$ cat src/rtl/fp_mul_seq.sv
// Multi-cycle IEEE-754 multiplier: shift-add significand product, normalise, round, flags.
// Define FP_MUL_RNE_EN for round-to-nearest-even; otherwise results truncate toward zero.
module fp_mul_seq #(
    parameter int EXP_W  = 8,
    parameter int FRAC_W = 23,
    parameter int BIAS   = (1 << (EXP_W - 1)) - 1
) (
    input  logic                      clk,
    input  logic                      rst,
    input  logic                      in_valid,
    output logic                      in_ready,
    input  logic [EXP_W+FRAC_W:0]     in1,
    input  logic [EXP_W+FRAC_W:0]     in2,
    output logic                      out_valid,
    input  logic                      out_ready,
    output logic [EXP_W+FRAC_W:0]     out,
    output logic [3:0]                flags
);

    localparam int W      = 1 + EXP_W + FRAC_W;
    localparam int SIG_W  = FRAC_W + 1;
    localparam int PROD_W = 2 * SIG_W;
    localparam int CNT_W  = $clog2(SIG_W);
    localparam int EW     = EXP_W + 2;

    localparam logic signed [EW-1:0] BIAS_E = EW'(BIAS);
    localparam logic signed [EW-1:0] MAX_E  = EW'((1 << EXP_W) - 1);
    localparam logic signed [EW-1:0] ZERO_E = '0;
    localparam logic [W-1:0]         QNAN   = {1'b0, {EXP_W{1'b1}}, 1'b1, {(FRAC_W-1){1'b0}}};

    typedef enum logic [1:0] {IDLE, MUL, NORM, DONE} state_t;

    state_t                  state, state_next;
    logic                    sign_q;
    logic signed [EW-1:0]    exp_sum_q;
    logic [SIG_W-1:0]        mcand;
    logic [PROD_W-1:0]       acc;
    logic [CNT_W-1:0]        count;

    logic [EXP_W-1:0]        ea, eb;
    logic [FRAC_W-1:0]       fa, fb;
    logic                    a_zero, b_zero, a_inf, b_inf, a_nan, b_nan;
    logic                    special, sign_d;
    logic [W-1:0]            special_out;
    logic [3:0]              special_flags;
    logic signed [EW-1:0]    exp_sum_d;

    logic [SIG_W:0]          add_sum;
    logic [PROD_W-1:0]       acc_next;

    logic                    norm;
    logic [PROD_W-2:0]       m;
    logic [FRAC_W-1:0]       frac;
    logic                    guard, round_bit, sticky, inexact_n;
    logic [FRAC_W-1:0]       frac_n;
    logic signed [EW-1:0]    e_n;
    logic [W-1:0]            norm_out;
    logic [3:0]              norm_flags;

    assign ea = in1[W-2 -: EXP_W];
    assign eb = in2[W-2 -: EXP_W];
    assign fa = in1[FRAC_W-1:0];
    assign fb = in2[FRAC_W-1:0];

    // Subnormal inputs (exp==0) are flushed and treated exactly like zero.
    always_comb begin
        a_zero    = (ea == '0);
        b_zero    = (eb == '0);
        a_inf     = (ea == '1) && (fa == '0);
        b_inf     = (eb == '1) && (fb == '0);
        a_nan     = (ea == '1) && (fa != '0);
        b_nan     = (eb == '1) && (fb != '0);
        sign_d    = in1[W-1] ^ in2[W-1];
        special   = a_zero | b_zero | a_inf | b_inf | a_nan | b_nan;
        exp_sum_d = EW'({2'b00, ea}) + EW'({2'b00, eb}) - BIAS_E;
        special_out   = {sign_d, {(W-1){1'b0}}};
        special_flags = 4'b0000;
        if (a_nan || b_nan || (a_inf && b_zero) || (b_inf && a_zero)) begin
            special_out   = QNAN;
            special_flags = 4'b1000;
        end else if (a_inf || b_inf) begin
            special_out = {sign_d, {EXP_W{1'b1}}, {FRAC_W{1'b0}}};
        end
    end

    // One shift-add step: the multiplier sits in the low half of acc and shifts out as the product grows.
    always_comb begin
        add_sum  = {1'b0, acc[PROD_W-1 -: SIG_W]} + (acc[0] ? {1'b0, mcand} : {(SIG_W+1){1'b0}});
        acc_next = {add_sum, acc[SIG_W-1:1]};
    end

    always_comb begin
        norm      = acc[PROD_W-1];
        m         = norm ? acc[PROD_W-2:0] : {acc[PROD_W-3:0], 1'b0};
        frac      = m[PROD_W-2 -: FRAC_W];
        guard     = m[FRAC_W];
        round_bit = m[FRAC_W-1];
        sticky    = |m[FRAC_W-2:0];
        inexact_n = guard | round_bit | sticky;
`ifdef FP_MUL_RNE_EN
        begin
            logic             round_up;
            logic [FRAC_W:0]  frac_r;
            round_up = guard & (round_bit | sticky | frac[0]);
            frac_r   = {1'b0, frac} + {{FRAC_W{1'b0}}, round_up};
            frac_n   = frac_r[FRAC_W-1:0];
            e_n      = exp_sum_q + EW'({1'b0, norm}) + EW'({1'b0, frac_r[FRAC_W]});
        end
`else
        frac_n = frac;
        e_n    = exp_sum_q + EW'({1'b0, norm});
`endif
        norm_out   = {sign_q, e_n[EXP_W-1:0], frac_n};
        norm_flags = {3'b000, inexact_n};
        if (e_n >= MAX_E) begin
            norm_out   = {sign_q, {EXP_W{1'b1}}, {FRAC_W{1'b0}}};
            norm_flags = 4'b0101;
        end else if (e_n <= ZERO_E) begin
            norm_out   = {sign_q, {(W-1){1'b0}}};
            norm_flags = 4'b0011;
        end
    end

    always_ff @(posedge clk or posedge rst) begin
        if (rst) state <= IDLE;
        else     state <= state_next;
    end

    always_comb begin
        state_next = state;
        in_ready   = 1'b0;
        out_valid  = 1'b0;
        case (state)
            IDLE: begin
                in_ready = 1'b1;
                if (in_valid) state_next = special ? DONE : MUL;
            end
            MUL:  if (count == CNT_W'(FRAC_W)) state_next = NORM;
            NORM: state_next = DONE;
            DONE: begin
                out_valid = 1'b1;
                if (out_ready) state_next = IDLE;
            end
            default: state_next = IDLE;
        endcase
    end

    always_ff @(posedge clk or posedge rst) begin
        if (rst) begin
            sign_q    <= 1'b0;
            exp_sum_q <= '0;
            mcand     <= '0;
            acc       <= '0;
            count     <= '0;
            out       <= '0;
            flags     <= '0;
        end else begin
            case (state)
                IDLE: if (in_valid) begin
                    sign_q    <= sign_d;
                    exp_sum_q <= exp_sum_d;
                    mcand     <= {1'b1, fa};
                    acc       <= {{SIG_W{1'b0}}, 1'b1, fb};
                    count     <= '0;
                    if (special) begin
                        out   <= special_out;
                        flags <= special_flags;
                    end
                end
                MUL: begin
                    acc   <= acc_next;
                    count <= count + CNT_W'(1);
                end
                NORM: begin
                    out   <= norm_out;
                    flags <= norm_flags;
                end
                default: ;
            endcase
        end
    end

endmodule
$ cat config.mk
export PLATFORM = sky130hd
export DESIGN_NAME = fp_mul_seq
export DESIGN_NICKNAME = d
export VERILOG_FILES = /design/src/rtl/fp_mul_seq.sv
export SDC_FILE = /design/constraint.sdc
export NUM_CORES = 1
export LEC_CHECK = 0
export ABC_CLOCK_PERIOD_IN_PS = 9500
export BUFFER_PORTS_ARGS = -buffer_cell sky130_fd_sc_hd__buf_2
export CORE_UTILIZATION = 61
export CTS_CLUSTER_SIZE = 40
export DETAILED_ROUTE_END_ITERATION = 8
export GPL_ROUTABILITY_DRIVEN = 1
export GPL_TIMING_DRIVEN = 0
export PLACE_DENSITY_LB_ADDON = 0.05
export SYNTH_ARGS = -nofsm -noshare
export SYNTH_HDL_FRONTEND = slang
export SYNTH_SLANG_ARGS = --single-unit
$ cat constraint.sdc
create_clock -name clk -period 9.5 [get_ports clk]
set_input_delay 1.425 -clock clk [delete_from_list [all_inputs] [get_ports clk]]
set_output_delay 1.425 -clock clk [all_outputs]
set_load 0.01 [all_outputs]
==> impl_metrics.yaml <==
run_status:
  outcome: "completed"
synthesis:
  syn-num-nets: 908
  synth_cells: 792
  synthTopCellsByCount: "dfrtp_1, nand2_1, o21ai_0"
  yosys_warnings: 0
  seq_area_frac_synth: 0.417
  synth_edf_count: 0
  async_reset_ff_frac: 1.00
  synth.top_cells.by_area: "dfrtp_1, ha_1, mux2i_1"
  synth.most_common_cell: "dfrtp_1"
  synth-seq-cells: 126
  synth-main-ff-cell: "dfrtp_1"
  synth.avg_cell_area_um2: 9.55
  synth_top_cell_by_area: "dfrtp_1"
  synth_top_cell_area_share: 0.417
  synth.distinct_cells: 64
  syn-cell-area_mm2: 0.00756
setup_path:
  critical_path_class: "reg2reg"
  cp-end-kind: "register"
  worst_ep_required_time_ps: 9810
  cp.arrival_ps: 3860
  cp_max_fo: 10
  critPathLaunchType: "register"
die:
  core_area_mm2: 0.0121
  die_area_mm2: 0.0128
  io_pins: 106
  num_rows: 40
  initial_core_util: 0.627
  die_h_um: 113
  fp.dieW_um: 113
global_route:
  gr-total-overflow: 0
  grt_usage: 0.318
  antenna_found_initial: 0
  grt_max_degree: 65
  grt_pass1_wl_um: 31600
  use_met3: 0.0514
  first_global_vias: 6538
  gr-usage-met2: 0.547
  met1_usage: 0.397
  grt-busiest-layer: "met2"
finish:
  fin_util: 0.747
  regArea_mm2: 0.00315
  multi_input_area_mm2: 0.00414
  nNetsFinal: 1033
  drive_gt1_frac: 0.205
  antenna_cells: 0
  fill_cells: 890
  area_growth_pct: 19.1
drt:
  drt-vias-per-instance: 5.97
  drt-initial-drc-count: 461
  avgRoutedWirePerCell_um: 17.4
  drc: 0
  vias: 6559
  drtAntennaViolNets: 0
  dr.pass1.iters: 5
  finalWirelength_um: 19100
timing:
  max-slew-margin-rel: 0.482
  fmax_mhz: 282
  worst_slew_pin_slew_ps: 777
  setup_viol: 0
  clock_skew_ps: 9.23
  period_needed_ps: 3540
  finalHoldViolCount: 0
  post-route-period-util: 0.373
  tns_ps: 0
  final_max_slew_viol_count: 0
  rsz0062_at_grt: "false"
place:
  gp_congestion: 0.959
  dp_hpwl_um: 14300
  portBuffers: 105
clock_tree:
  clkSlewWorstSetupHoldPaths_ps: 60
  postCtsHoldBufs: 0
  post_cts_buffers: 0
  cts_root_buf: "clkbuf_16"
  cts_resized: 0
  htree_levels: 4
  insertion_delay_ps: 430
  numCtsBuffers: 17
  cts_tree: "done"
  cts.path.max_buffers: 2
  clock_sinks: 126
job:
  cap_violations: 0
power_and_ir_drop:
  power.leakage_nw: 4.12
  vdd_drop_max_mv: 0.209
  power_density_mw_per_mm2: 317
worst_hold_path:
  hp-class: "reg2reg"
==> per-layer routing <==
| metal | up-vias | share of wire |
|---|---|---|
| li1 | 3117 | - |
| met1 | 3215 | 0.43 |
| met3 | 42 | 0.047 |
| met4 | 0 | 0.027 |
| met5 | - | 0 |
| met2 | 185 | 0.50 |
==> placed cells by master, fill, tap and decap left out, types with 5 or more instances in the layout <==
master | synthesis | routed
a21oi_1 | 23 | 23
ha_1 | 46 | 46
nor2_1 | 22 | 22
buf_2 | 2 | 107
xnor2_1 | 17 | 17
nand2_1 | 109 | 109
o31a_1 | 5 | 5
bufinv_16 | 0 | 7
clkbuf_16 | 0 | 17
mux2_2 | 25 | 25
nand2b_1 | 9 | 9
buf_1 | 6 | 6
and2_1 | 25 | 25
clkbuf_1 | 24 | 26
o21ai_1 | 5 | 5
o22ai_1 | 7 | 7
dfrtp_1 | 126 | 126
nand4_1 | 13 | 13
o21ai_0 | 79 | 79
and3_1 | 7 | 7
o21ai_2 | 17 | 17
nand3_1 | 16 | 16
inv_1 | 33 | 32
nor3_1 | 12 | 12
a31oi_1 | 5 | 5
a21o_1 | 9 | 9
o31ai_1 | 5 | 5
xor2_1 | 12 | 12
mux2i_1 | 47 | 47
clkinv_2 | 0 | 5
nor4_1 | 22 | 22
==> flip-flops by register name, summed over array words and instances (netlist names) <==
| signal | cells |
|---|---|
| sign_q | 1 |
| flags | 4 |
| exp_sum_q | 10 |
| state | 2 |
| mcand | 24 |
| out | 32 |
| count | 5 |
| acc | 48 |
==> power by group <==
part / internal [W] / leakage, nW / switching [W] / total (W)
clock network: 0.000515 / 0.330 / 0.000237 / 0.000752
registers: 0.000751 / 1.60 / 0.000167 / 0.000918
logic: 0.000481 / 2.19 / 0.000700 / 0.00118
total: 0.00175 / 4.12 / 0.00110 / 0.00285
==> layout make-up <==
cell class	instances	share of cell area
multi-input cells	599	0.460
flip-flops and latches	126	0.350
clock inverters	13	0.0270
inverters	33	0.0143
well taps	168	0.0233
clock buffers	19	0.0481
repair buffers	106	0.0614
plain buffers	34	0.0161
==> worst max-delay path, cell delays in order (launching register included) <==
cell and delay (ps):
dfrtp_1 510, clkbuf_1 400, and2_1 200, ha_1 200, inv_1 70, fa_1 400, nor2b_1 180, o31a_1 190
o21ai_0 200, a21oi_1 380, o221ai_1 220, a21o_1 210, a32o_1 250
==> worst paths after layout <==
| kind | from | to | slack [ps] | depth (start not counted) |
|---|---|---|---|---|
| worst max-delay path | acc[0] | acc[41] | 5960 | 12 |
| worst min-delay path | out[5] | out[5] | 470 | 2 |
| worst max register to register | acc[0] | acc[41] | 5960 | 12 |
| worst min register to register | out[5] | out[5] | 470 | 2 |
| max in group asynchronous | rst | acc[44] | 7710 | 3 |
| min in group asynchronous | rst | acc[13] | 1070 | 2 |
==> through the flow <==
stage / worst slack, ps / instance area (um^2) / power, W / cells / hold slack (ps)
after global placement: 3430 / 8300 / 0.00203 / 1065 / 442
after CTS: 6050 / 9010 / 0.00285 / 1098 / 474
after detailed placement: 5650 / 8330 / 0.00208 / 1066 / 461
after global routing: 5800 / 9010 / 0.00304 / 1098 / 502
after floorplan: 4720 / 7560 / 0.00174 / 792 / 426
final: 5960 / 9010 / 0.00285 / 1098 / 472
==> kinds of logic (layout without fill, tap and decap cells) <==
kind of cell / Yosys count / in the layout / share of synthesized area
XOR/XNOR: 29 / 29 / 0.0336
AO/OA/AOI/OAI: 201 / 201 / 0.173
multiplexers: 72 / 72 / 0.0994
adder cells (fa/ha/maj): 48 / 48 / 0.0814
flip-flops: 126 / 126 / 0.417
AND/OR/NAND/NOR: 249 / 249 / 0.160
buffers and inverters: 67 / 205 / 0.0356
(Power assumes the default switching activity.)
